<file path="config.mk">
export PLATFORM = sky130hd
export DESIGN_NAME = calc_sequencer
export DESIGN_NICKNAME = d
export VERILOG_FILES = /design/src/rtl/calc_pkg.sv /design/src/rtl/calc_digit_accum.sv /design/src/rtl/calc_sequencer.sv
export SDC_FILE = /design/constraint.sdc
export NUM_CORES = 1
export LEC_CHECK = 0
export ABC_AREA = 0
export BUFFER_PORTS_ARGS = -buffer_cell sky130_fd_sc_hd__clkbuf_2
export CAP_MARGIN = 20
export CORE_MARGIN = 3
export CORE_UTILIZATION = 56
export CTS_CLUSTER_DIAMETER = 40
export DETAILED_ROUTE_END_ITERATION = 12
export PLACE_DENSITY = 0.8
export SYNTH_ARGS = -nofsm -noshare
export SYNTH_HDL_FRONTEND = slang
export SYNTH_SLANG_ARGS = --single-unit
export TNS_END_PERCENT = 5
</file>
<file path="constraint.sdc">
create_clock -name clk -period 3.6 [get_ports clk]
set_input_delay 0 -clock clk [delete_from_list [all_inputs] [get_ports clk]]
set_output_delay 0 -clock clk [all_outputs]
set_load 0.02 [all_outputs]
</file>
<file path="src/rtl/calc_pkg.sv">
// Shared definitions for the calculator keypad sequencer: key codes,
// ALU operation codes and controller states.
package calc_pkg;

   localparam logic [3:0] KEY_ADD = 4'd10;
   localparam logic [3:0] KEY_SUB = 4'd11;
   localparam logic [3:0] KEY_MUL = 4'd12;
   localparam logic [3:0] KEY_DIV = 4'd13;
   localparam logic [3:0] KEY_EQ  = 4'd14;
   localparam logic [3:0] KEY_CLR = 4'd15;

   typedef enum logic [1:0] {
      OP_ADD = 2'b00,
      OP_SUB = 2'b01,
      OP_MUL = 2'b10,
      OP_DIV = 2'b11
   } op_t;

   typedef enum logic [2:0] {
      ST_ENTER1 = 3'd0,
      ST_ENTER2 = 3'd1,
      ST_EXEC   = 3'd2,
      ST_RESULT = 3'd3,
      ST_ERROR  = 3'd4
   } state_t;

   function automatic logic is_digit(input logic [3:0] code);
      return code <= 4'd9;
   endfunction

   function automatic logic is_op(input logic [3:0] code);
      return (code >= KEY_ADD) && (code <= KEY_DIV);
   endfunction

   // Op keys 10..13 map onto operation codes 0..3 (modulo-4 subtract).
   function automatic op_t key_to_op(input logic [3:0] code);
      return op_t'(code[1:0] - 2'd2);
   endfunction

endpackage

</file>
<file path="src/rtl/calc_digit_accum.sv">
// Decimal operand accumulator: acc*10+digit with silent drop of any digit
// that would overflow DATA_W, plus a flag recording that a digit was keyed.
module calc_digit_accum
   import calc_pkg::*;
#(
   parameter int DATA_W = 8
) (
   input  logic              clk,
   input  logic              rst_n,
   input  logic              clr,
   input  logic              seed,
   input  logic              add_digit,
   input  logic [3:0]        digit,
   output logic [DATA_W-1:0] acc,
   output logic              entered
);

   localparam int EXT_W = DATA_W + 4;
   localparam logic [EXT_W-1:0] ACC_MAX = {4'b0000, {DATA_W{1'b1}}};

   logic [DATA_W-1:0] acc_reg;
   logic [DATA_W-1:0] acc_next;
   logic              entered_reg;
   logic              entered_next;
   logic [EXT_W-1:0]  acc_ext;
   logic [EXT_W-1:0]  acc_mac;

   assign acc_ext = {4'b0000, acc_reg};
   assign acc_mac = acc_ext * EXT_W'(10) + EXT_W'(digit);

   always_comb begin
      acc_next     = acc_reg;
      entered_next = entered_reg;
      if (clr) begin
         acc_next     = '0;
         entered_next = 1'b0;
      end else if (seed) begin
         acc_next     = DATA_W'(digit);
         entered_next = 1'b1;
      end else if (add_digit) begin
         entered_next = 1'b1;
         // An overflowing digit is simply discarded; the operand stays as it was.
         if (acc_mac <= ACC_MAX) begin
            acc_next = acc_mac[DATA_W-1:0];
         end
      end
   end

   always_ff @(posedge clk or negedge rst_n) begin
      if (!rst_n) begin
         acc_reg     <= '0;
         entered_reg <= 1'b0;
      end else begin
         acc_reg     <= acc_next;
         entered_reg <= entered_next;
      end
   end

   assign acc     = acc_reg;
   assign entered = entered_reg;

endmodule

</file>
<file path="src/rtl/calc_sequencer.sv">
// Keypad-driven controller: builds two decimal operands, launches the ALU,
// waits for completion with a timeout and drives the display encoder.
module calc_sequencer
   import calc_pkg::*;
#(
   parameter int DATA_W      = 8,
   parameter int RES_W       = 16,
   parameter int ALU_TIMEOUT = 32
) (
   input  logic              clk,
   input  logic              rst_n,
   input  logic              key_valid,
   input  logic [3:0]        key_code,
   output logic [DATA_W-1:0] op1,
   output logic [DATA_W-1:0] op2,
   output logic [1:0]        operation,
   output logic              alu_start,
   input  logic              alu_done,
   input  logic [RES_W-1:0]  alu_result,
   input  logic              alu_sign,
   output logic [RES_W-1:0]  disp_value,
   output logic              disp_sign,
   output logic              disp_err,
   output logic              busy
);

   localparam int CNT_W = $clog2(ALU_TIMEOUT + 1);

   state_t            state_reg, state_next;
   logic [DATA_W-1:0] op1_reg, op1_next;
   logic [DATA_W-1:0] op2_reg, op2_next;
   op_t               operation_reg, operation_next;
   logic              alu_start_reg, alu_start_next;
   logic [CNT_W-1:0]  cnt_reg, cnt_next;
   logic [RES_W-1:0]  res_value_reg, res_value_next;
   logic              res_sign_reg, res_sign_next;

   logic              acc_clr;
   logic              acc_seed;
   logic              acc_add;
   logic [DATA_W-1:0] acc;
   logic              entered;

   logic              key_clr;
   logic              key_dig;
   logic              key_opr;
   logic              key_eq;
   logic              res_fits;

   assign key_clr  = key_valid && (key_code == KEY_CLR);
   assign key_dig  = key_valid && is_digit(key_code);
   assign key_opr  = key_valid && is_op(key_code);
   assign key_eq   = key_valid && (key_code == KEY_EQ);
   // A result can only seed a chained calculation if it is a valid operand.
   assign res_fits = !res_sign_reg && (res_value_reg[RES_W-1:DATA_W] == '0);

   calc_digit_accum #(
      .DATA_W (DATA_W)
   ) u_accum (
      .clk       (clk),
      .rst_n     (rst_n),
      .clr       (acc_clr),
      .seed      (acc_seed),
      .add_digit (acc_add),
      .digit     (key_code),
      .acc       (acc),
      .entered   (entered)
   );

   always_comb begin
      state_next     = state_reg;
      op1_next       = op1_reg;
      op2_next       = op2_reg;
      operation_next = operation_reg;
      alu_start_next = 1'b0;
      cnt_next       = cnt_reg;
      res_value_next = res_value_reg;
      res_sign_next  = res_sign_reg;
      acc_clr        = 1'b0;
      acc_seed       = 1'b0;
      acc_add        = 1'b0;

      if (key_clr) begin
         state_next     = ST_ENTER1;
         op1_next       = '0;
         op2_next       = '0;
         operation_next = OP_ADD;
         res_value_next = '0;
         res_sign_next  = 1'b0;
         acc_clr        = 1'b1;
      end else begin
         case (state_reg)
            ST_ENTER1: begin
               if (key_dig) begin
                  acc_add = 1'b1;
               end else if (key_opr) begin
                  op1_next       = acc;
                  operation_next = key_to_op(key_code);
                  acc_clr        = 1'b1;
                  state_next     = ST_ENTER2;
               end
            end
            ST_ENTER2: begin
               if (key_dig) begin
                  acc_add = 1'b1;
               end else if (key_opr && !entered) begin
                  operation_next = key_to_op(key_code);
               end else if (key_eq && entered) begin
                  op2_next = acc;
                  if (operation_reg == OP_DIV && acc == '0) begin
                     state_next = ST_ERROR;
                  end else begin
                     state_next     = ST_EXEC;
                     alu_start_next = 1'b1;
                     cnt_next       = '0;
                  end
               end
            end
            ST_EXEC: begin
               // alu_done takes priority over a timeout landing in the same cycle.
               if (alu_done) begin
                  res_value_next = alu_result;
                  res_sign_next  = alu_sign;
                  state_next     = ST_RESULT;
               end else if (cnt_reg == CNT_W'(ALU_TIMEOUT)) begin
                  state_next = ST_ERROR;
               end else begin
                  cnt_next = cnt_reg + 1'b1;
               end
            end
            ST_RESULT: begin
               if (key_dig) begin
                  acc_seed   = 1'b1;
                  state_next = ST_ENTER1;
               end else if (key_opr) begin
                  if (res_fits) begin
                     op1_next       = res_value_reg[DATA_W-1:0];
                     operation_next = key_to_op(key_code);
                     acc_clr        = 1'b1;
                     state_next     = ST_ENTER2;
                  end else begin
                     state_next = ST_ERROR;
                  end
               end
            end
            ST_ERROR: begin
               state_next = ST_ERROR;
            end
            default: begin
               state_next = ST_ENTER1;
            end
         endcase
      end
   end

   always_ff @(posedge clk or negedge rst_n) begin
      if (!rst_n) begin
         state_reg     <= ST_ENTER1;
         op1_reg       <= '0;
         op2_reg       <= '0;
         operation_reg <= OP_ADD;
         alu_start_reg <= 1'b0;
         cnt_reg       <= '0;
         res_value_reg <= '0;
         res_sign_reg  <= 1'b0;
      end else begin
         state_reg     <= state_next;
         op1_reg       <= op1_next;
         op2_reg       <= op2_next;
         operation_reg <= operation_next;
         alu_start_reg <= alu_start_next;
         cnt_reg       <= cnt_next;
         res_value_reg <= res_value_next;
         res_sign_reg  <= res_sign_next;
      end
   end

   // Display shows the operand being keyed until a result exists.
   always_comb begin
      disp_value = '0;
      case (state_reg)
         ST_ENTER1, ST_ENTER2, ST_EXEC: disp_value = RES_W'(acc);
         ST_RESULT:                     disp_value = res_value_reg;
         default:                       disp_value = '0;
      endcase
   end

   assign disp_sign = (state_reg == ST_RESULT) && res_sign_reg;
   assign disp_err  = (state_reg == ST_ERROR);
   assign busy      = (state_reg == ST_EXEC);
   assign alu_start = alu_start_reg;
   assign op1       = op1_reg;
   assign op2       = op2_reg;
   assign operation = operation_reg;

endmodule

</file>
# After elaboration in Yosys (flattened, before gate mapping)
# Index checks and enable logic that the tools add are counted.
# totals
register_bits	54
latch_bits	0
ram_bits	0
rom_bits	0
in_bits	25
out_inout_bits	38
elab_cells	152
memories	0
# op_classes
addsub	3
multipliers	1
n_div	0
magnitude_cmp	4
n_eq_ne	27
n_shift	0
muxes	73
n_bitwise	1
n_reduce_logical	33
# op_table
operator	n
8-bit 2-to-1 mux	15
16-bit 2-to-1 mux	3
3-bit 2-to-1 mux	12
6-bit 2-to-1 mux	6
16-bit case mux with 2 select lines	1
3-bit inequality test (second input constant)	9
1-bit 2-to-1 mux	23
8-bit logical NOT	2
2-bit 2-to-1 mux	8
2-bit inequality test (second input constant)	8
8-bit case mux with 2 select lines	1
8-bit AND reduction	2
3-bit case mux with 5 select lines	1
12-bit by 4-bit adder with 12-bit output	1
12-bit by 8-bit <= comparator with 1-bit output (second input constant)	1
6-bit case mux with 2 select lines	1
8-bit by 3-bit multiplier with 11-bit output (second input constant)	1
1-bit logical AND	10
2-bit nonzero test	5
3-bit nonzero test	3
4-bit equality test (second input constant)	2
4-bit <= comparator (second input constant)	2
7-bit AND reduction	1
6-bit by 1-bit adder with 6-bit output (second input constant)	1
other kinds (20)	23

# Logic depth before layout (Yosys ltp)
# depth
depth_word	9
ltp_mapped	11
depth_no_buf	10

# Hierarchy
# From an unflattened synthesis, not the netlist that was laid out.
# unflattened
cells_unflattened	398
area_unflattened_um2	3480.8
# modules_own_cells
mod	instances	cells_each	area_per_inst_um2	seq_area_each_um2
calc_sequencer	1	294	2548.7	1126.1
calc_digit_accum	1	104	932.1	225.2

# Worst setup path after synthesis
# No wires, ideal clock.
# synth_path
path_type	reg-to-reg
from	register u_accum.acc_reg[1], in the netlist u_accum.acc[1]
to	register u_accum.acc_reg[0], in the netlist u_accum.acc[0]
setup_ns	0.070
arrival_time_ns	2.604
required_time_ns	3.530
path_slack_ns	0.925
path_stages_with_launch	12
path_buffers	1
period_less_slack_ns	2.675
cell_sequence	dfrtp_1 -> ha_1 -> ha_1 -> inv_1 -> fa_1 -> nor2b_1 -> o22ai_1 -> xnor2_1 -> and4_1 -> clkbuf_1 -> or4_1 -> nand3_1
# synth_between
elab_chain_len	5
# synth_lines
element	line_no	text
start, declared	calc_digit_accum.sv:21	logic [DATA_W-1:0] acc_reg;
start signal, assigned	calc_digit_accum.sv:54	acc_reg <= acc_next;
8-bit by 3-bit multiplier with 11-bit output	calc_digit_accum.sv:29	assign acc_mac = acc_ext * EXT_W'(10) + EXT_W'(digit);
12-bit by 4-bit adder with 12-bit output	calc_digit_accum.sv:29	
12-bit by 8-bit <= comparator with 1-bit output	calc_digit_accum.sv:43	if (acc_mac <= ACC_MAX) begin
3-bit nonzero test (no source line)	-	
2-bit AND reduction (no source line)	-	
# Every way passes these cells.
# A chain may end at the register's enable or synchronous reset.

# Worst setup path in the final report
# Same ends and word-level chain as after synthesis.

==> impl_results.md <==
- Status: completed
- Detailed Routing Iterations Pass 1: 5
- Arrival time at the worst endpoint: 3.16 ns
- Max-cap violations: 0
- Total track usage: 0.256
- Sequential area share after synthesis: 0.399
- Top Ports: 63
- Design internal power: 1.70 mW
- Cell variety after synth: 55
- Yosys warning count: 0
- Hold WC Path Type: in -> reg
- R2r startpoint: u_accum.acc[1]
- Die X: 83.7 um
- Crit Path Max Fanout: 8
- Worst slew margin: 0.436
- Final worst slack: 0.693 ns
- Pre-CTS WS: 0.756 ns
- CP top delay family: simple AND/OR/NAND/NOR gates
- Worst skew pair latency: 0.32 ns
- Quantity of gates resized following cts: 0
- Via count: 3149
- Psw: 1.40 mW
- Post-synth ARST share: 1.00
- Postcts setup bufs: 0
- Switching fraction of total power: 0.452
- WP buf/inv: 1
- Clock transition at the registers of the reported paths: 0.11 ns
- # setup viols final: 0
- Initial antenna violation count: 0
- Initial DRC count: 256
- CP required: 3.85 ns
- Slowest Stage Delay on Critical Path: 0.53 ns
- RSZ-0062 raised after global routing: no
- Fin nets: 513
- Root Driver: clkbuf_8
- VDD IR max: 0.524 mV
- Crit Path Class: reg -> reg
- CTS tree: yes
- HP Start: key_valid
- Max-slew violation count: 0
- Via density: 5.81
- Post-synth EDFFs: 0
- Die Area: 7010 um2
- I/O Buffers: 62
- Max reg flops: 16
- Fmax: 0.344 GHz
- Comb power frac: 0.488
- Reg power frac: 0.368
- GRT overflow: 0
- Gpl congestion: 0.964
- #FFs+latches synth: 54
- Setup TNS: 0 ns
- Startpoint types: flip-flop
- Post-synth net total: 442
- Core area: 5680 um2
- Cell mode on critical path: ha_1
- Clock tree buffer depth: 2
- R2R setup slack: 0.69 ns
- Worst-Margin Slew: 0.846 ns
- CTS H-tree depth: 2
- Final core utilization: 0.711
- Row cnt: 27
- CP max stage cell: or4_1
- Post-Synthesis Cell Area: 3380 um2
- Drt drc: 0
- Crit-path cells: ha_1, ha_1, inv_1, fa_1, nor2b_1, o22ai_1, xnor2_1, and4_1, or4_1, nand3_1
- Area Growth Syn to Fin: 19.2%
- Dpl hpwl: 6.08 mm
- Cts bufs inserted: 5
- Minimum clock period: 2.91 ns
- Clk_skew: 0.00947 ns
- Starting Density: 0.596
- Largest net degree at the start of global routing: 36
- Clock sinks: 54
- Total Wirelength: 8.75 mm
- Leak pwr: 1.94 nW
- Crit. Startpoint: u_accum.acc[1]
- Wire per inst: 16.2 um
- Synth Instances: 398
- Ant diodes: 0
- Syn Area/Cell: 8.50 um2
- Top FF cell, synth: dfrtp_1
- Hold-fix buffers, CTS: 19
- Post-route ant nets: 0
- Die Ht: 83.7 um
- Power Dens Cells: 767 nW/um2
- Tcrit/Tclk final: 0.808
- Clk pwr share: 0.144
- Vias in the first global route: 3185
- CP Capture Type: flip-flop
- Final Hold Fails: 0
- Global-route wire length before repair: 14.8 mm
- Proportion of layout cells with a drive suffix above 1: 0.179
final timing paths:
check	to	cells past startpoint
worst max-delay path	u_accum.acc[0]	10
worst min-delay path	u_accum.entered	3
worst max register to register	u_accum.acc[0]	10
worst min register to register	op1[2]	1
max in group asynchronous	op1[0]	3
min in group asynchronous	u_accum.entered	2
metrics by stage:
step	total power [mW]	hold WS [ns]	instance area (um2)	instances
CTS	3.08	0.0165	4040	542
detailed placement	2.62	0.00268	3720	515
finish	3.09	0.0162	4040	542
global placement	2.57	-0.00951	3720	515
floorplan	2.19	-0.296	3380	398
global route	3.35	0.0383	4040	542
power groups by stage:
stage                     clock, mW  combinational, mW  sequential [mW]
final                         0.446               1.51             1.14
after global routing          0.475               1.70             1.17
after CTS                     0.447               1.50             1.13
after detailed placement          0               1.48             1.14
after global placement            0               1.44             1.12
after floorplan                   0               1.11             1.09
cells in the mapped netlist, types with 8 or more instances:
cell type	instances	area share
a21oi_1	41	0.061
nand3_1	16	0.024
o21ai_1	17	0.025
o211ai_1	8	0.018
nor2_1	23	0.026
mux2i_1	14	0.041
ha_1	17	0.063
inv_1	8	0.0089
dfrtp_1	54	0.40
clkbuf_1	14	0.016
nand2_1	87	0.096
and2_1	11	0.020
routing by layer:
layer  track usage  part of all wire  up-vias
li1              -                 -     1534
met1         0.345              0.44     1476
met2         0.414              0.47      119
met3        0.0494             0.068       20
met4        0.0848             0.020        0
met5             0                 0        -
worst reg2reg max path: cells and delay by family (launching register included):
| kind | cells | cell delay [ns] |
|---|---|---|
| flip-flops | 1 | 0.52 |
| AND/OR/NAND/NOR | 4 | 1.07 |
| buffers and inverters | 1 | 0.06 |
| AO/OA/AOI/OAI | 1 | 0.13 |
| adder cells (fa/ha/maj) | 3 | 0.92 |
| XOR/XNOR | 1 | 0.15 |
cells in the final DEF, fill, tap and decap left out, types with 2 or more instances in the layout:
cell type,count
and2_1,11
inv_1,8
clkbuf_8,6
xnor2_1,7
ha_1,17
nand3_1,16
dfrtp_1,54
clkbuf_2,62
mux2_2,4
dlygate4sd3_1,19
xor2_1,2
o21ai_0,4
and4_1,3
or2_1,2
o31ai_1,2
nor3_1,7
o211ai_1,8
nand2_1,87
nand2b_1,3
mux2i_1,14
mux2_1,4
a31oi_1,4
fa_1,2
a21o_1,3
buf_4,4
nor2_1,23
nor2b_1,5
nor4_1,2
and3_1,2
o21ai_1,17
a211oi_1,2
a21oi_1,41
final cells by class:
type                            count  area [um2]
Multi-Input combinational cell    314        1910
Timing Repair Buffer               85         531
Clock inverter                      2        38.8
Tap cell                           72        90.1
Clock buffer                        6        82.6
Fill cell                         453        1640
Sequential cell                    54        1350
Inverter                            9        33.8
cell families (layout without fill, tap and decap cells):
group,after synthesis,in the layout,share of synthesized area
AND/OR/NAND/NOR,171,171,0.233
AO/OA/AOI/OAI,93,93,0.165
flip-flops,54,54,0.399
buffers and inverters,30,102,0.0370
multiplexers,22,22,0.0680
adder cells (fa/ha/maj),19,19,0.0747
XOR/XNOR,9,9,0.0233
Power figures use the tool's default switching activity.
